### src/rtl/grayscale_line_scheduler.sv
`default_nettype none
// ============================================================================
// Module   : grayscale_line_scheduler
// Brief    : Sequences one grayscale job: CCI-P line reads, datapath in-flight
//            cap, write-back to the same line index, write-ack completion.
//            Define GRAYSCALE_SCHED_PERF_EN to add perf_cycles/perf_stalls.
// Revision : 1.0
// ============================================================================
module grayscale_line_scheduler #(
    parameter int ADDR_W          = 42,
    parameter int LINE_CNT_W      = 32,
    parameter int MAX_OUTSTANDING = 8,
    parameter int TAG_W           = 16
) (
    input  logic                  clk,
    input  logic                  reset_n,
    input  logic                  start,
    input  logic [LINE_CNT_W-1:0] num_lines,
    input  logic [ADDR_W-1:0]     rd_base,
    input  logic [ADDR_W-1:0]     wr_base,
    output logic                  busy,
    output logic                  done,
    output logic                  err,
    input  logic                  c0_almfull,
    output logic                  rd_req_valid,
    output logic [ADDR_W-1:0]     rd_req_addr,
    output logic [TAG_W-1:0]      rd_req_tag,
    input  logic                  c1_almfull,
    input  logic                  dp_valid_out,
    output logic                  wr_req_valid,
    output logic [ADDR_W-1:0]     wr_req_addr,
    output logic [TAG_W-1:0]      wr_req_tag,
`ifdef GRAYSCALE_SCHED_PERF_EN
    input  logic                  wr_rsp_valid,
    output logic [31:0]           perf_cycles,
    output logic [31:0]           perf_stalls
`else
    input  logic                  wr_rsp_valid
`endif
);

    typedef enum logic [1:0] {
        S_IDLE  = 2'd0,
        S_RUN   = 2'd1,
        S_DRAIN = 2'd2,
        S_DONE  = 2'd3
    } state_t;

    localparam logic [LINE_CNT_W-1:0] c_max_out = LINE_CNT_W'(MAX_OUTSTANDING);
    localparam logic [LINE_CNT_W-1:0] c_one     = LINE_CNT_W'(1);

    state_t                r_state;
    state_t                w_state_nxt;
    logic [LINE_CNT_W-1:0] r_num_lines;
    logic [ADDR_W-1:0]     r_rd_base;
    logic [ADDR_W-1:0]     r_wr_base;
    logic [LINE_CNT_W-1:0] r_rd_idx;
    logic [LINE_CNT_W-1:0] r_wr_idx;
    logic [LINE_CNT_W-1:0] r_ack_cnt;
    logic                  r_rd_valid;
    logic [ADDR_W-1:0]     r_rd_addr;
    logic [TAG_W-1:0]      r_rd_tag;
    logic                  r_wr_valid;
    logic [ADDR_W-1:0]     r_wr_addr;
    logic [TAG_W-1:0]      r_wr_tag;
    logic                  r_err;

    logic                  w_start_ok;
    logic [LINE_CNT_W-1:0] w_inflight;
    logic                  w_reads_left;
    logic                  w_cap_ok;
    logic                  w_rd_fire;
    logic                  w_wr_fire;
    logic                  w_ack_ok;
    logic                  w_err_evt;

    assign w_start_ok   = start && (r_state == S_IDLE);
    assign w_inflight   = r_rd_idx - r_wr_idx;
    assign w_reads_left = r_rd_idx < r_num_lines;
    assign w_cap_ok     = w_inflight < c_max_out;
    // c1_almfull also blocks reads: with the in-flight cap this bounds the
    // writes that can still land after c1 almost-full asserts.
    assign w_rd_fire    = (r_state == S_RUN) && !c0_almfull && !c1_almfull
                          && w_reads_left && w_cap_ok;
    // Datapath results cannot be stalled; an orphan result is flagged, not written.
    assign w_wr_fire    = dp_valid_out && (w_inflight != '0);
    assign w_ack_ok     = wr_rsp_valid && (r_state != S_IDLE) && (r_ack_cnt != r_wr_idx);
    assign w_err_evt    = (dp_valid_out && (w_inflight == '0))
                          || (wr_rsp_valid && ((r_state == S_IDLE) || (r_ack_cnt == r_wr_idx)));

    always_comb begin
        w_state_nxt = r_state;
        busy        = 1'b0;
        done        = 1'b0;
        case (r_state)
            S_IDLE: begin
                if (start) begin
                    w_state_nxt = (num_lines == '0) ? S_DONE : S_RUN;
                end
            end
            S_RUN: begin
                busy = 1'b1;
                if (r_rd_idx == r_num_lines) begin
                    w_state_nxt = S_DRAIN;
                end
            end
            S_DRAIN: begin
                busy = 1'b1;
                if (r_ack_cnt == r_num_lines) begin
                    w_state_nxt = S_DONE;
                end
            end
            S_DONE: begin
                done        = 1'b1;
                w_state_nxt = S_IDLE;
            end
            default: w_state_nxt = S_IDLE;
        endcase
    end

    always_ff @(posedge clk or negedge reset_n) begin
        if (!reset_n) begin
            r_state     <= S_IDLE;
            r_num_lines <= '0;
            r_rd_base   <= '0;
            r_wr_base   <= '0;
            r_rd_idx    <= '0;
            r_wr_idx    <= '0;
            r_ack_cnt   <= '0;
            r_rd_valid  <= 1'b0;
            r_rd_addr   <= '0;
            r_rd_tag    <= '0;
            r_wr_valid  <= 1'b0;
            r_wr_addr   <= '0;
            r_wr_tag    <= '0;
            r_err       <= 1'b0;
        end else begin
            r_state <= w_state_nxt;
            if (w_start_ok) begin
                r_num_lines <= num_lines;
                r_rd_base   <= rd_base;
                r_wr_base   <= wr_base;
                r_rd_idx    <= '0;
                r_wr_idx    <= '0;
                r_ack_cnt   <= '0;
            end else begin
                if (w_rd_fire) r_rd_idx  <= r_rd_idx + c_one;
                if (w_wr_fire) r_wr_idx  <= r_wr_idx + c_one;
                if (w_ack_ok)  r_ack_cnt <= r_ack_cnt + c_one;
            end
            r_rd_valid <= w_rd_fire;
            if (w_rd_fire) begin
                r_rd_addr <= r_rd_base + ADDR_W'(r_rd_idx);
                r_rd_tag  <= TAG_W'(r_rd_idx);
            end
            r_wr_valid <= w_wr_fire;
            if (w_wr_fire) begin
                r_wr_addr <= r_wr_base + ADDR_W'(r_wr_idx);
                r_wr_tag  <= TAG_W'(r_wr_idx);
            end
            r_err <= (r_err && !w_start_ok) || w_err_evt;
        end
    end

    assign rd_req_valid = r_rd_valid;
    assign rd_req_addr  = r_rd_addr;
    assign rd_req_tag   = r_rd_tag;
    assign wr_req_valid = r_wr_valid;
    assign wr_req_addr  = r_wr_addr;
    assign wr_req_tag   = r_wr_tag;
    assign err          = r_err;

`ifdef GRAYSCALE_SCHED_PERF_EN
    logic [31:0] r_perf_cycles;
    logic [31:0] r_perf_stalls;
    logic        w_stall;

    assign w_stall = (r_state == S_RUN) && w_reads_left
                     && (c0_almfull || c1_almfull || !w_cap_ok);

    // Saturating counters; they stop naturally once busy drops after done.
    always_ff @(posedge clk or negedge reset_n) begin
        if (!reset_n) begin
            r_perf_cycles <= '0;
            r_perf_stalls <= '0;
        end else if (w_start_ok) begin
            r_perf_cycles <= '0;
            r_perf_stalls <= '0;
        end else begin
            if (busy && (r_perf_cycles != '1))    r_perf_cycles <= r_perf_cycles + 32'd1;
            if (w_stall && (r_perf_stalls != '1)) r_perf_stalls <= r_perf_stalls + 32'd1;
        end
    end

    assign perf_cycles = r_perf_cycles;
    assign perf_stalls = r_perf_stalls;
`endif

endmodule
`default_nettype wire

### config.mk
export PLATFORM = sky130hd
export DESIGN_NAME = grayscale_line_scheduler
export DESIGN_NICKNAME = d
export VERILOG_FILES = /design/src/rtl/grayscale_line_scheduler.sv
export SDC_FILE = /design/constraint.sdc
export NUM_CORES = 1
export LEC_CHECK = 0
export CAP_MARGIN = 20
export CORE_MARGIN = 8
export CORE_UTILIZATION = 37
export DETAILED_ROUTE_END_ITERATION = 6
export PLACE_DENSITY = 0.58
export SLEW_MARGIN = 20
export SYNTH_ARGS = -nofsm -noshare
export SYNTH_HDL_FRONTEND = slang
export SYNTH_SLANG_ARGS = --single-unit
### constraint.sdc
create_clock -name clk -period 5.45 [get_ports clk]
set_clock_uncertainty 0.2 [all_clocks]
set_input_delay 1.09 -clock clk [delete_from_list [all_inputs] [get_ports clk]]
set_output_delay 1.09 -clock clk [all_outputs]
set_load 0.1 [all_outputs]
==> results of run 1 <==
state kept, by name, summed over array words and instances (netlist names):
signal / count
rd_req_tag: 16
wr_req_valid: 1
r_rd_idx: 32
err: 1
wr_req_tag: 16
r_wr_base: 42
r_wr_idx: 32
rd_req_addr: 42
r_rd_base: 42
rd_req_valid: 1
wr_req_addr: 42
r_num_lines: 32
r_state: 2
r_ack_cnt: 32
path summary, 6_finish.rpt:
kind | startpoint | cells after the start | slack, ns | endpoint
hold reg to reg | wr_req_addr[14] | 2 | 0.28 | wr_req_addr[14]
min in group clk | wr_req_addr[14] | 2 | 0.28 | wr_req_addr[14]
hold / removal | reset_n | 1 | 0.24 | r_ack_cnt[13]
setup reg to reg | r_wr_idx[1] | 14 | 0.58 | r_rd_idx[27]
setup / recovery | r_wr_idx[1] | 14 | 0.58 | r_rd_idx[27]
max in group asynchronous | reset_n | 2 | 3.69 | r_rd_idx[14]
Yosys cell counts, drive strengths merged, types with 16 or more instances:
cell and number:
o21a 24, or4 33, a21oi 146, inv 106
o31ai 29, and4 19, dfrtp 333, a21o 64
nand3 49, xnor2 122, ha 134, clkbuf 82
nor4 17, o21ai 197, nand2b 19, nor3 25
nand4 60, a31oi 18, buf 19, nand2 504
o211ai 16, or3 18, nor2b 16, nor2 109
and3 26, xor2 59
stage by stage:
step	power (mW)	setup WS, ns	std cells	utilization
3_3_place_gp	4.28	0.527	3311	0.435
4_1_cts	7.14	0.542	3384	0.460
3_5_place_dp	4.29	0.555	3311	0.435
5_1_grt	7.35	0.240	3384	0.460
2_1_floorplan	3.77	1.19	2377	-
6_report	7.06	0.580	3384	0.460
cells by family after synthesis:
| family | after synthesis |
|---|---|
| AND/OR/NAND/NOR | 920 |
| AO/OA/AOI/OAI | 576 |
| flip-flops | 333 |
| buffers and inverters | 207 |
| XOR/XNOR | 181 |
| adder cells (fa/ha/maj) | 136 |
| multiplexers | 24 |
power groups by stage:
stage                     registers [mW]  clock network [mW]  logic, mW
final                               2.78                2.81       1.47
after global routing                2.79                2.98       1.58
after CTS                           2.77                2.89       1.48
after detailed placement            2.82                   0       1.48
after global placement              2.81                   0       1.47
after floorplan                     3.19                   0      0.572
critical path: cells and delay by family, from the launching register on:
kind	cells	cell delay, ns
compound gates	7	2.01
fa+ha+maj	1	0.31
buf+inv	2	0.51
flops	1	0.53
simple gates	4	1.12
routing by layer:
layer / vias to the layer above / part of all wire / track usage
li1: 8825 / - / -
met1: 8835 / 0.44 / 0.274
met2: 490 / 0.48 / 0.352
met3: 102 / 0.052 / 0.0333
met4: 2 / 0.030 / 0.0687
met5: - / 0.00019 / 0
cell type report:
| type | count | area share |
|---|---|---|
| multi-input combinational | 1837 | 0.451 |
| sequential | 333 | 0.329 |
| timing repair buffer | 287 | 0.111 |
| clock buffer | 61 | 0.0491 |
| tap | 748 | 0.0370 |
| inverter | 106 | 0.0157 |
| clock inverter | 12 | 0.00628 |
==> results by group, run 1 <==
Outcome
  • Outcome: finished clean

Detailed routing
  • Number of remaining DRC errors: 0
  • Final wirelength: 68000 um
  • Via count: 18300
  • Initial DRT Pass Iterations: 5
  • Vias per inst: 5.39
  • DR WL/cell: 20.1 um
  • Routed Antenna Nets: 0
  • Initial drt markers: 1207

Clock network
  • Setup repair bufs after CTS: 0
  • CTS Buffer Depth: 3
  • CTS Buf Count: 41
  • Hold buffers post-CTS: 0
  • CTS tree: built
  • CTS resizes: 0
  • Clock transition at path regs: 0.06 ns
  • Clk_lat worst skew: 0.56 ns
  • Clock sink count: 333
  • Total number of H-tree levels: 2
  • Clock Tree Root: clkbuf_16

Logic synthesis
  • Synth Flop Type: dfrtp_1
  • Xor/xnor share of the synthesized area: 0.0771
  • Async SR Flop Fraction: 1.00
  • Synth warn: 0
  • Area leader, netlist: dfrtp_1
  • Syn Area/Cell: 8.64 um^2
  • Cells after synthesis: 2377
  • Register area share after synthesis: 0.406
  • Simple-gate share of the synthesized area: 0.209
  • Post-synthesis mux area share: 0.0125
  • Fraction of the mapped netlist area in adder cells: 0.0835
  • Distinct cells, synth: 75
  • Synth Area in Compound Gates: 0.173
  • Mapped Nets: 2636
  • Largest family of logic cells by synthesized area: simple AND/OR/NAND/NOR gates
  • #FFs+latches synth: 333
  • Synth area leaders: dfrtp_1, nand2_1, ha_1
  • Synth top area share: 0.406
  • Mapped Area: 20500 um^2
  • Post-synth EDFFs: 0

Setup path
  • Max stage delay on crit path: 0.53 ns
  • Slowest-stage cell, CP: dfrtp_1
  • Critical path fanouts, max: 68
  • CP Data Required Time: 5.67 ns
  • Crit Path Category: reg2reg
  • CP Cell Sequence: inv_1 -> ha_1 -> nor2b_1 -> o311ai_4 -> a21oi_2 -> a211o_1 -> a2111o_1 -> a21o_1 -> or4b_4 -> nor4b_4 -> nand4_2 -> buf_4 -> o311ai_0 -> o41ai_1
  • Worst setup EP type: flop
  • WP data arrival: 5.09 ns
  • Startpoint Class: flop

Timing
  • Final Max Slew Viols: 0
  • Worst-Margin Slew: 1.03 ns
  • Final Hold Fails: 0
  • Post-route setup TNS: 0 ns
  • Tmin final: 4.87 ns
  • RSZ-0062 raised after global routing: no
  • Final Cycle Share: 0.894
  • Max Clock Freq: 205 MHz
  • Slew headroom: 0.313
  • Final setup fails: 0
  • Final hold slack: 0.241 ns

Cells and area
  • Share of cells above drive strength 1: 0.0561
  • Area of the multi-input gates: 11400 um^2
  • Nets: 2865
  • Commonest cells after routing, fill and taps aside: nand2_1, dfrtp_1, clkdlybuf4s50_1
  • Fillers: 5363
  • Final Instance Area: 25300 um^2
  • Area Growth Syn to Fin: 23.2%
  • N_diodes: 0
  • Register area: 8330 um^2
  • Most common library cell in the layout ignoring fill and taps: nand2_1

Placed design
  • Port bufs: 243
  • GP Congestion: 0.895
  • Area post-placement: 23900 um^2
  • Detailed placer's ending HPWL: 51500 um

Power
  • IR drop worst, VDD: 0.279 mV
  • Internal Power: 4.78 mW
  • Combinational share of power: 0.209
  • Psw: 2.28 mW
  • Sw frac: 0.322
  • Seq pwr share: 0.393
  • Clock Power Share: 0.398
  • P_leak: 11.8 nW
  • Pwr Density: 279 nW/um^2

GRT
  • Overall Global Routing Usage: 0.210
  • Grt ovf: 0
  • Vias in the first global route: 18100
  • Largest net degree at the start of global routing: 115
  • Initial antenna violation count: 1
  • First-pass GRT wire length: 105000 um

Floorplan
  • Core Area: 55000 um^2
  • Initial core utilization: 0.374
  • I/O pin count: 244
  • Chip Width: 252 um
  • Row count: 86
  • Die Ht: 252 um
  • Die area: 63300 um^2

Run
  • Maximum Capacitance Violations: 0

Worst hold path
  • Hold WC Path Type: in2async
No activity file was read; power rests on OpenSTA's default activity.
==> run 2: changes to the inputs <==
==> constraint.sdc (replaced) <==
create_clock -name clk -period 5.45 [get_ports clk]
set_clock_uncertainty 0.2 [all_clocks]
set_input_delay 0.545 -clock clk [delete_from_list [all_inputs] [get_ports clk]]
set_output_delay 0.545 -clock clk [all_outputs]
set_load 0.1 [all_outputs]
==> results by group, run 2 (synthesis gave the netlist of run 1 again) <==
Outcome
  • Outcome: finished clean

Setup path
  • Startpoint Class: flop
  • Crit Path Category: reg2reg
  • Critical path fanouts, max: 87 (+28%)
  • Worst R2R Path Depth: 14 (unchanged)
  • CP Data Required Time: 5.68 ns (about the same)
  • WP data arrival: 5.20 ns (+0.11 ns)
  • Worst setup EP type: flop

Detailed routing
  • DR top layer: met5
  • Via count: 18200 (-0.082%)
  • DR WL/cell: 19.9 um (-0.65%)
  • Vias per inst: 5.39 (about the same)
  • Final wirelength: 67500 um (-0.68%)
  • Initial drt markers: 1364 (+13%)
  • Number of remaining DRC errors: 0 (unchanged)
  • WL met3: 3270 um (-8.1%)
  • Routed Antenna Nets: 0 (unchanged)
  • Initial DRT Pass Iterations: 7 (+2)
  • Met1 WL: 30500 um (+1.9%)
  • WL met2: 31400 um (-3.1%)

Floorplan
  • Die area: 63300 um^2 (unchanged)
  • I/O pin count: 244 (unchanged)
  • Chip Width: 252 um (unchanged)
  • Die Ht: 252 um (unchanged)
  • Core Area: 55000 um^2 (unchanged)
  • Row count: 86 (unchanged)
  • Initial core utilization: 0.374 (unchanged)

Clock network
  • Clk_lat worst skew: 0.58 ns (+0.02 ns)
  • Setup repair bufs after CTS: 0 (unchanged)
  • Total number of H-tree levels: 2 (unchanged)
  • CTS tree: built
  • CTS Buf Count: 40 (-2.4%)
  • CTS resizes: 0 (unchanged)
  • CTS Buffer Depth: 3 (unchanged)
  • Clock Tree Root: clkbuf_16
  • Clock sink count: 333 (unchanged)
  • Clock transition at path regs: 0.06 ns (about the same)

Cells and area
  • Share of cells above drive strength 1: 0.0550 (-0.00112)
  • Fillers: 5358 (-0.093%)
  • N_diodes: 0 (unchanged)
  • Area Growth Syn to Fin: 23.0%
  • Non-Filler Instances: 3383 (-0.030%)
  • Most common library cell in the layout ignoring fill and taps: nand2_1
  • Fin util: 0.459 (-0.000864)
  • Nets: 2864 (-0.035%)
  • Commonest cells after routing, fill and taps aside: nand2_1, dfrtp_1, clkdlybuf4s50_1

GRT
  • Overall Global Routing Usage: 0.210 (+0.000653)
  • Vias in the first global route: 18500 (+2.1%)
  • Largest net degree at the start of global routing: 131 (+14%)
  • Initial antenna violation count: 1 (unchanged)
  • First-pass GRT wire length: 106000 um (+0.59%)
  • Grt ovf: 0 (unchanged)

Timing
  • Slew headroom: 0.288 (-0.0257)
  • Worst-Margin Slew: 1.07 ns (+0.0384 ns)
  • Final Max Slew Viols: 0 (unchanged)
  • Max Clock Freq: 201 MHz (-2.0%)
  • Tmin final: 4.97 ns (+0.100 ns)
  • Final hold slack: 0.251 ns (+0.00946 ns)
  • Final setup fails: 0 (unchanged)
  • Post-route setup TNS: 0 ns (unchanged)
  • Final Hold Fails: 0 (unchanged)
  • Final Cycle Share: 0.912 (+0.0184)
  • RSZ-0062 raised after global routing: no

Placed design
  • Inst Count DP: 3309 (-0.060%)
  • Port bufs: 243 (unchanged)
  • Detailed placer's ending HPWL: 51000 um (-0.91%)
  • GP Congestion: 0.878 (-1.9%)

Worst hold path
  • Hold WC Path Type: in2async

Power
  • Pwr Density: 274 nW/um^2 (-1.6%)
  • Power Total: 6.93 mW (-1.8%)
  • IR drop worst, VDD: 0.358 mV (+28%)
  • P_leak: 11.8 nW (-0.26%)

Run
  • Maximum Capacitance Violations: 0 (unchanged)
## run 2: per-stage QoR
step / setup slack (ns) / cell area [um^2]
4_1_cts: 0.504 / 25200
2_1_floorplan: 1.19 / 20500
5_1_grt: 0.138 / 25300
6_report: 0.480 / 25300
3_3_place_gp: 0.698 / 23900
3_5_place_dp: 0.553 / 23900
## run 2: area by class of cell
class / count / area [um^2] / share of cell area
Timing Repair Buffer: 287 / 2870 / 0.113
Inverter: 106 / 398 / 0.0157
Sequential cell: 333 / 8330 / 0.330
Multi-Input combinational cell: 1837 / 11400 / 0.452
Clock buffer: 57 / 1170 / 0.0462
Tap cell: 748 / 936 / 0.0370
Clock inverter: 15 / 140 / 0.00555
## run 2: power breakdown
group | internal, mW | total, mW | switching (mW)
Clock | 1.59 | 2.68 | 1.10
Combinational | 0.477 | 1.47 | 0.996
Sequential | 2.59 | 2.77 | 0.182
## run 2: per-layer routing
metal | vias to the layer above | global-route usage
li1 | 8813 | -
met1 | 8830 | 0.277
met2 | 483 | 0.348
met3 | 111 | 0.0346
met4 | 2 | 0.0732
met5 | - | 0
## run 2: critical path: stages (launching register included)
cell       delay, ns
dfrtp_1         0.55
inv_1           0.18
ha_1            0.33
nor2b_1         0.32
o311ai_4        0.15
a21oi_2         0.35
a211o_1         0.29
a22oi_1         0.14
a2111oi_1       0.57
o211ai_1        0.22
nor4b_1         0.53
a21bo_4         0.23
buf_12          0.30
buf_12          0.28
o21ai_0         0.14
## run 2: final timing paths
check	startpoint	endpoint	slack (ns)
min in group clk	rd_req_addr[0]	rd_req_addr[0]	0.28
worst max-delay path	r_wr_idx[1]	wr_req_addr[11]	0.48
max in group asynchronous	reset_n	rd_req_addr[32]	3.45
worst max register to register	r_wr_idx[1]	wr_req_addr[11]	0.48
worst min register to register	rd_req_addr[0]	rd_req_addr[0]	0.28
worst min-delay path	reset_n	r_ack_cnt[11]	0.25
## run 2: repair_timing
action	in CTS	in global routing
hold buffers	1	0
endpoints found under the setup margin	0	0
hold endpoints to repair	128	0
